**src/rtl/quadrado_pkg.sv**
```systemverilog
// Shared types and constants for the quadrado shift-and-add squarer.
package quadrado_pkg;

    localparam int QUAD_DEFAULT_N = 8;

    typedef enum logic [1:0] {
        IDLE = 2'd0,
        CALC = 2'd1,
        DONE = 2'd2
    } state_t;

endpackage

```
**src/rtl/quadrado_adder.sv**
```systemverilog
// Ripple-carry adder used as the squarer's accumulation stage.
module adder #(
    parameter int W = 16
) (
    input  logic [W-1:0] a_i,
    input  logic [W-1:0] b_i,
    input  logic         cin_i,
    output logic [W-1:0] sum_o
);

    logic [W-1:0] carry;

    assign carry[0] = cin_i;

    for (genvar k = 0; k < W; k++) begin : g_bit
        assign sum_o[k] = a_i[k] ^ b_i[k] ^ carry[k];
        // The top carry-out is never needed: the accumulator cannot overflow.
        if (k < W - 1) begin : g_carry
            assign carry[k+1] = (a_i[k] & b_i[k]) | (carry[k] & (a_i[k] ^ b_i[k]));
        end
    end

endmodule

```
**src/rtl/quadrado.sv**
```systemverilog
// Sequential squarer: computes data_in*data_in by shift-and-add over n CALC cycles.
module quadrado
    import quadrado_pkg::*;
#(
    parameter int n = QUAD_DEFAULT_N
) (
    input  logic           clock,
    input  logic           reset,
    input  logic [n-1:0]   data_in,
    input  logic           start,
    output logic [2*n-1:0] data_out,
    output logic           busy,
    output logic           done,
    output logic [31:0]    cycles
);

    localparam int            IW     = (n > 1) ? $clog2(n) : 1;
    localparam logic [IW-1:0] LAST_I = IW'(n - 1);

    state_t          state_q;
    logic [n-1:0]    x_q;
    logic [n-1:0]    m_q;
    logic [n-1:0]    m_d;
    logic [2*n-1:0]  acc_q;
    logic [2*n-1:0]  acc_d;
    logic [2*n-1:0]  addend;
    logic [IW-1:0]   i_q;
    logic [IW-1:0]   i_d;
    logic [2*n-1:0]  dout_q;
    logic            busy_q;
    logic            done_q;
    logic [31:0]     cyc_q;
    logic [31:0]     cyc_d;

    // Partial product for this iteration: X weighted by 2^i when the current multiplier bit is set.
    always_comb begin
        addend = '0;
        if (m_q[0]) begin
            addend = {{n{1'b0}}, x_q} << i_q;
        end
    end

    adder #(
        .W(2 * n)
    ) u_adder (
        .a_i   (acc_q),
        .b_i   (addend),
        .cin_i (1'b0),
        .sum_o (acc_d)
    );

    always_comb begin
        m_d   = m_q >> 1;
        i_d   = i_q + 1'b1;
        cyc_d = cyc_q + 32'd1;
    end

    always_ff @(posedge clock) begin
        if (reset) begin
            state_q <= IDLE;
            x_q     <= '0;
            m_q     <= '0;
            acc_q   <= '0;
            i_q     <= '0;
            dout_q  <= '0;
            busy_q  <= 1'b0;
            done_q  <= 1'b0;
            cyc_q   <= '0;
        end else begin
            cyc_q  <= cyc_d;
            done_q <= 1'b0;
            case (state_q)
                IDLE: begin
                    if (start) begin
                        x_q     <= data_in;
                        m_q     <= data_in;
                        acc_q   <= '0;
                        i_q     <= '0;
                        busy_q  <= 1'b1;
                        state_q <= CALC;
                    end
                end
                CALC: begin
                    acc_q <= acc_d;
                    m_q   <= m_d;
                    i_q   <= i_d;
                    if (i_q == LAST_I) begin
                        dout_q  <= acc_d;
                        done_q  <= 1'b1;
                        state_q <= DONE;
                    end
                end
                DONE: begin
                    busy_q  <= 1'b0;
                    state_q <= IDLE;
                end
                default: begin
                    busy_q  <= 1'b0;
                    state_q <= IDLE;
                end
            endcase
        end
    end

    assign data_out = dout_q;
    assign busy     = busy_q;
    assign done     = done_q;
    assign cycles   = cyc_q;

endmodule
```
**config.mk**
```make
export PLATFORM = sky130hd
export DESIGN_NAME = quadrado
export DESIGN_NICKNAME = d
export VERILOG_FILES = /design/src/rtl/quadrado_pkg.sv /design/src/rtl/quadrado_adder.sv /design/src/rtl/quadrado.sv
export SDC_FILE = /design/constraint.sdc
export NUM_CORES = 1
export LEC_CHECK = 0
export ABC_AREA = 1
export BUFFER_PORTS_ARGS = -buffer_cell sky130_fd_sc_hd__buf_4
export CAP_MARGIN = 20
export CORE_UTILIZATION = 53
export DETAILED_ROUTE_END_ITERATION = 10
export GPL_ROUTABILITY_DRIVEN = 0
export PLACE_DENSITY = 0.79
export SYNTH_ARGS = -nofsm -noshare
export SYNTH_HDL_FRONTEND = slang
export SYNTH_SLANG_ARGS = --single-unit
```
**constraint.sdc**
```tcl
create_clock -name clock -period 8.95 [get_ports clock]
set_input_delay 0 -clock clock [delete_from_list [all_inputs] [get_ports clock]]
set_output_delay 0 -clock clock [all_outputs]
set_load 0.02 [all_outputs]
```
==> results.json <==
{
  "outcome": "complete, no violations",
  "yosysUniqueCellTypes": 30,
  "power_density_mw_per_mm2": 158.2,
  "crit_fanout": 12,
  "cts_resized": 0,
  "setup_viol": 0,
  "p_sw_w": 0.0001862,
  "coreArea_sq_mm": 0.007370,
  "via_per_inst": 5.221,
  "cts_made_buffers": 9,
  "setup.worst_path.class": "register to register",
  "post_drt_wl_per_cell_um": 12.75,
  "place_inst": 716,
  "htreeDepth": 3,
  "first_pass_iters": 5,
  "sw_frac_of_total_pct": 23.67,
  "tns_ps": 0,
  "seqPwrFrac_pct": 51.0,
  "hold_path.class": "input pin to register",
  "die-area_sq_mm": 0.008138,
  "worst_slew_pin_slew_ps": 695.8,
  "row_count": 31,
  "peakVddDrop_mv": 0.1325,
  "nets": 666,
  "dp_hpwl_um": 6600,
  "area_growth_pct": 20.54,
  "track_usage_pct": 24.57,
  "grt_overflow_total": 0,
  "p_comb_share_pct": 7.3,
  "relSlewSlack_pct": 53.51,
  "drc": 0,
  "p_clk_share_pct": 41.7,
  "drv_cap": 0,
  "vias": 3869,
  "initial_utilization_pct": 55.96,
  "synth_seq_cells": 87,
  "tritoncts": "yes",
  "synth_fp_nets": 603,
  "cp.arrival_ps": 7460,
  "timing.fmax_mhz": 139.4,
  "cts_root_buffer": "clkbuf_8",
  "slew_violations": 0,
  "placement.io_buffers": 60,
  "drt_iter0_markers": 199,
  "p_leak_nw": 2.101,
  "grt_setup_unrepaired": "false",
  "final_hold_viol_count": 0,
  "p_int_w": 0.0006005,
  "first_global_vias": 3634,
  "syn_avg_cell_area_sq_um": 7.185,
  "clock_latency_ps": 350,
  "n_antenna_cell": 0,
  "final_antenna_net_count": 0,
  "crit_path_start_kind": "register",
  "die_width_um": 90.21,
  "grt_start_max_net_pins": 50,
  "synth_warnings": 0,
  "cp.required_ps": 9240,
  "fin_skew_ps": 5.997,
  "netlist_area_sq_mm": 0.004124,
  "antenna_found_initial": 0,
  "ys_seq_area_share_pct": 42.23,
  "num_io_pins": 61,
  "drive_above_1_share_pct": 15.58,
  "cts_max_path_buffers": 2,
  "fin_crit_ps": 7174,
  "synthCells": 574,
  "fin_cells": 741,
  "clkTransAtPathRegs_ps": 90,
  "cts.sinks": 87,
  "die_h_um": 90.21,
  "fillCellCount": 655,
  "final_common_cell": "nand2_1",
  "crit_path_end_kind": "register",
  "finalCritPeriodShare_pct": 80.16,
  "most-common-layout-cells": "nand2_1, dfxtp_1, nor2_1",
  "grt_first_pass_wirelength_um": 16420,
  "drt_wl_total_um": 9447,
  "ff2ff_setup_slack_ps": 1780
}
[cell type report]
cell class	count	area [sq um]	share of cell area, %
Clock inverter	7	121.4	2.441
Sequential cell	87	1742	35.04
Multi-Input combinational cell	432	2152	43.29
Timing Repair Buffer	70	568.0	11.43
Inverter	37	140.1	2.819
Clock buffer	9	123.9	2.492
Tap cell	99	123.9	2.492
[synthesized netlist by cell type, drive strengths merged]
library cell / instances / area share [%]
buf: 11 / 1.5
o22ai: 2 / 0.30
xor2: 3 / 0.64
and2: 3 / 0.46
o21a: 3 / 0.55
nand3: 33 / 4.0
a211oi: 1 / 0.18
dfxtp: 87 / 42
fa: 14 / 6.8
nand2: 204 / 19
inv: 36 / 3.3
clkbuf: 7 / 0.64
clkinv: 1 / 0.12
nor3: 5 / 0.61
ha: 4 / 1.2
nor3b: 1 / 0.18
nor2: 80 / 8.5
xnor2: 1 / 0.21
a31oi: 7 / 1.1
o31ai: 1 / 0.18
o21ai: 16 / 1.9
a21oi: 52 / 6.3
or2: 2 / 0.30
[path summary, 6_finish.rpt]
check                                          start                endpoint  depth (start not counted)
worst max-delay path             i_q[0]$_SDFFE_PP0P_  acc_q[15]$_SDFFE_PP0P_                         21
worst min-delay path                           reset    cycles[6]$_SDFF_PP0_                          2
worst max register to register   i_q[0]$_SDFFE_PP0P_  acc_q[15]$_SDFFE_PP0P_                         21
worst min register to register  cycles[0]$_SDFF_PP0_    cycles[0]$_SDFF_PP0_                          1
[power groups by stage]
| stage | clock network, W | registers (W) | logic, W |
|---|---|---|---|
| final | 0.000328 | 0.000401 | 0.0000572 |
| after global routing | 0.000349 | 0.000402 | 0.0000640 |
| after CTS | 0.000330 | 0.000401 | 0.0000566 |
| after detailed placement | 0 | 0.000410 | 0.0000530 |
| after global placement | 0 | 0.000409 | 0.0000500 |
| after floorplan | 0 | 0.000409 | 0.0000383 |
[what timing repair did]
action	4_1_cts	5_1_grt
endpoints found under the hold margin	17	0
hold buffers	9	0
setup buffers	0	0
[layer usage]
layer	global-route usage (%)	routed length [um]	up-vias	part of all wire, %
met2	39.38	4456	119	47
met5	0	0	-	0
met4	9.005	147	0	1.6
met3	4.399	543	13	5.7
met1	33.17	4299	1784	46
li1	-	-	1953	-
[state kept, by name, summed over array words and instances (netlist names)]
name and count:
acc_q 16, busy 1, cycles 32, data_out 16, done 1, i_q 3, m_q 8, state_q 2
x_q 8
[metrics by stage]
stage               power (W)  setup WS [ps]  cell area [sq um]  hold WS, ps  util, %
global placement    0.0004595           2072               4608        293.4    62.53
CTS                 0.0007873           1781               4971        79.50    67.45
detailed placement  0.0004630           1862               4636        297.7    62.90
floorplan           0.0004473           2229               4124        169.8        -
global route        0.0008157           1525               4971        108.9    67.45
finish              0.0007867           1776               4971        87.65    67.45
[critical path, cell delays in order (launching register included)]
cell     delay (ps)
dfxtp_1         530
inv_1           210
nand2_1         160
nor3_1           70
ha_1            220
fa_1            390
fa_1            400
fa_1            400
fa_1            400
fa_1            380
fa_1            390
fa_1            390
fa_1            390
fa_1            400
fa_1            390
fa_1            400
fa_1            420
fa_1            390
fa_1            380
xor2_1          180
nand2_1          70
a21oi_1         160
[cell families (layout without fill, tap and decap cells)]
logic type	after synthesis	count (layout)	share of synthesized area, %
and+or+nand+nor	328	328	32.80
buffers and inverters	55	123	5.583
DFF	87	87	42.23
AOI/OAI and AO/OA	82	82	10.53
xor gates and xnor gates	4	4	0.8497
adders and majority gates	18	18	8.010
(Power assumes the default switching activity.)
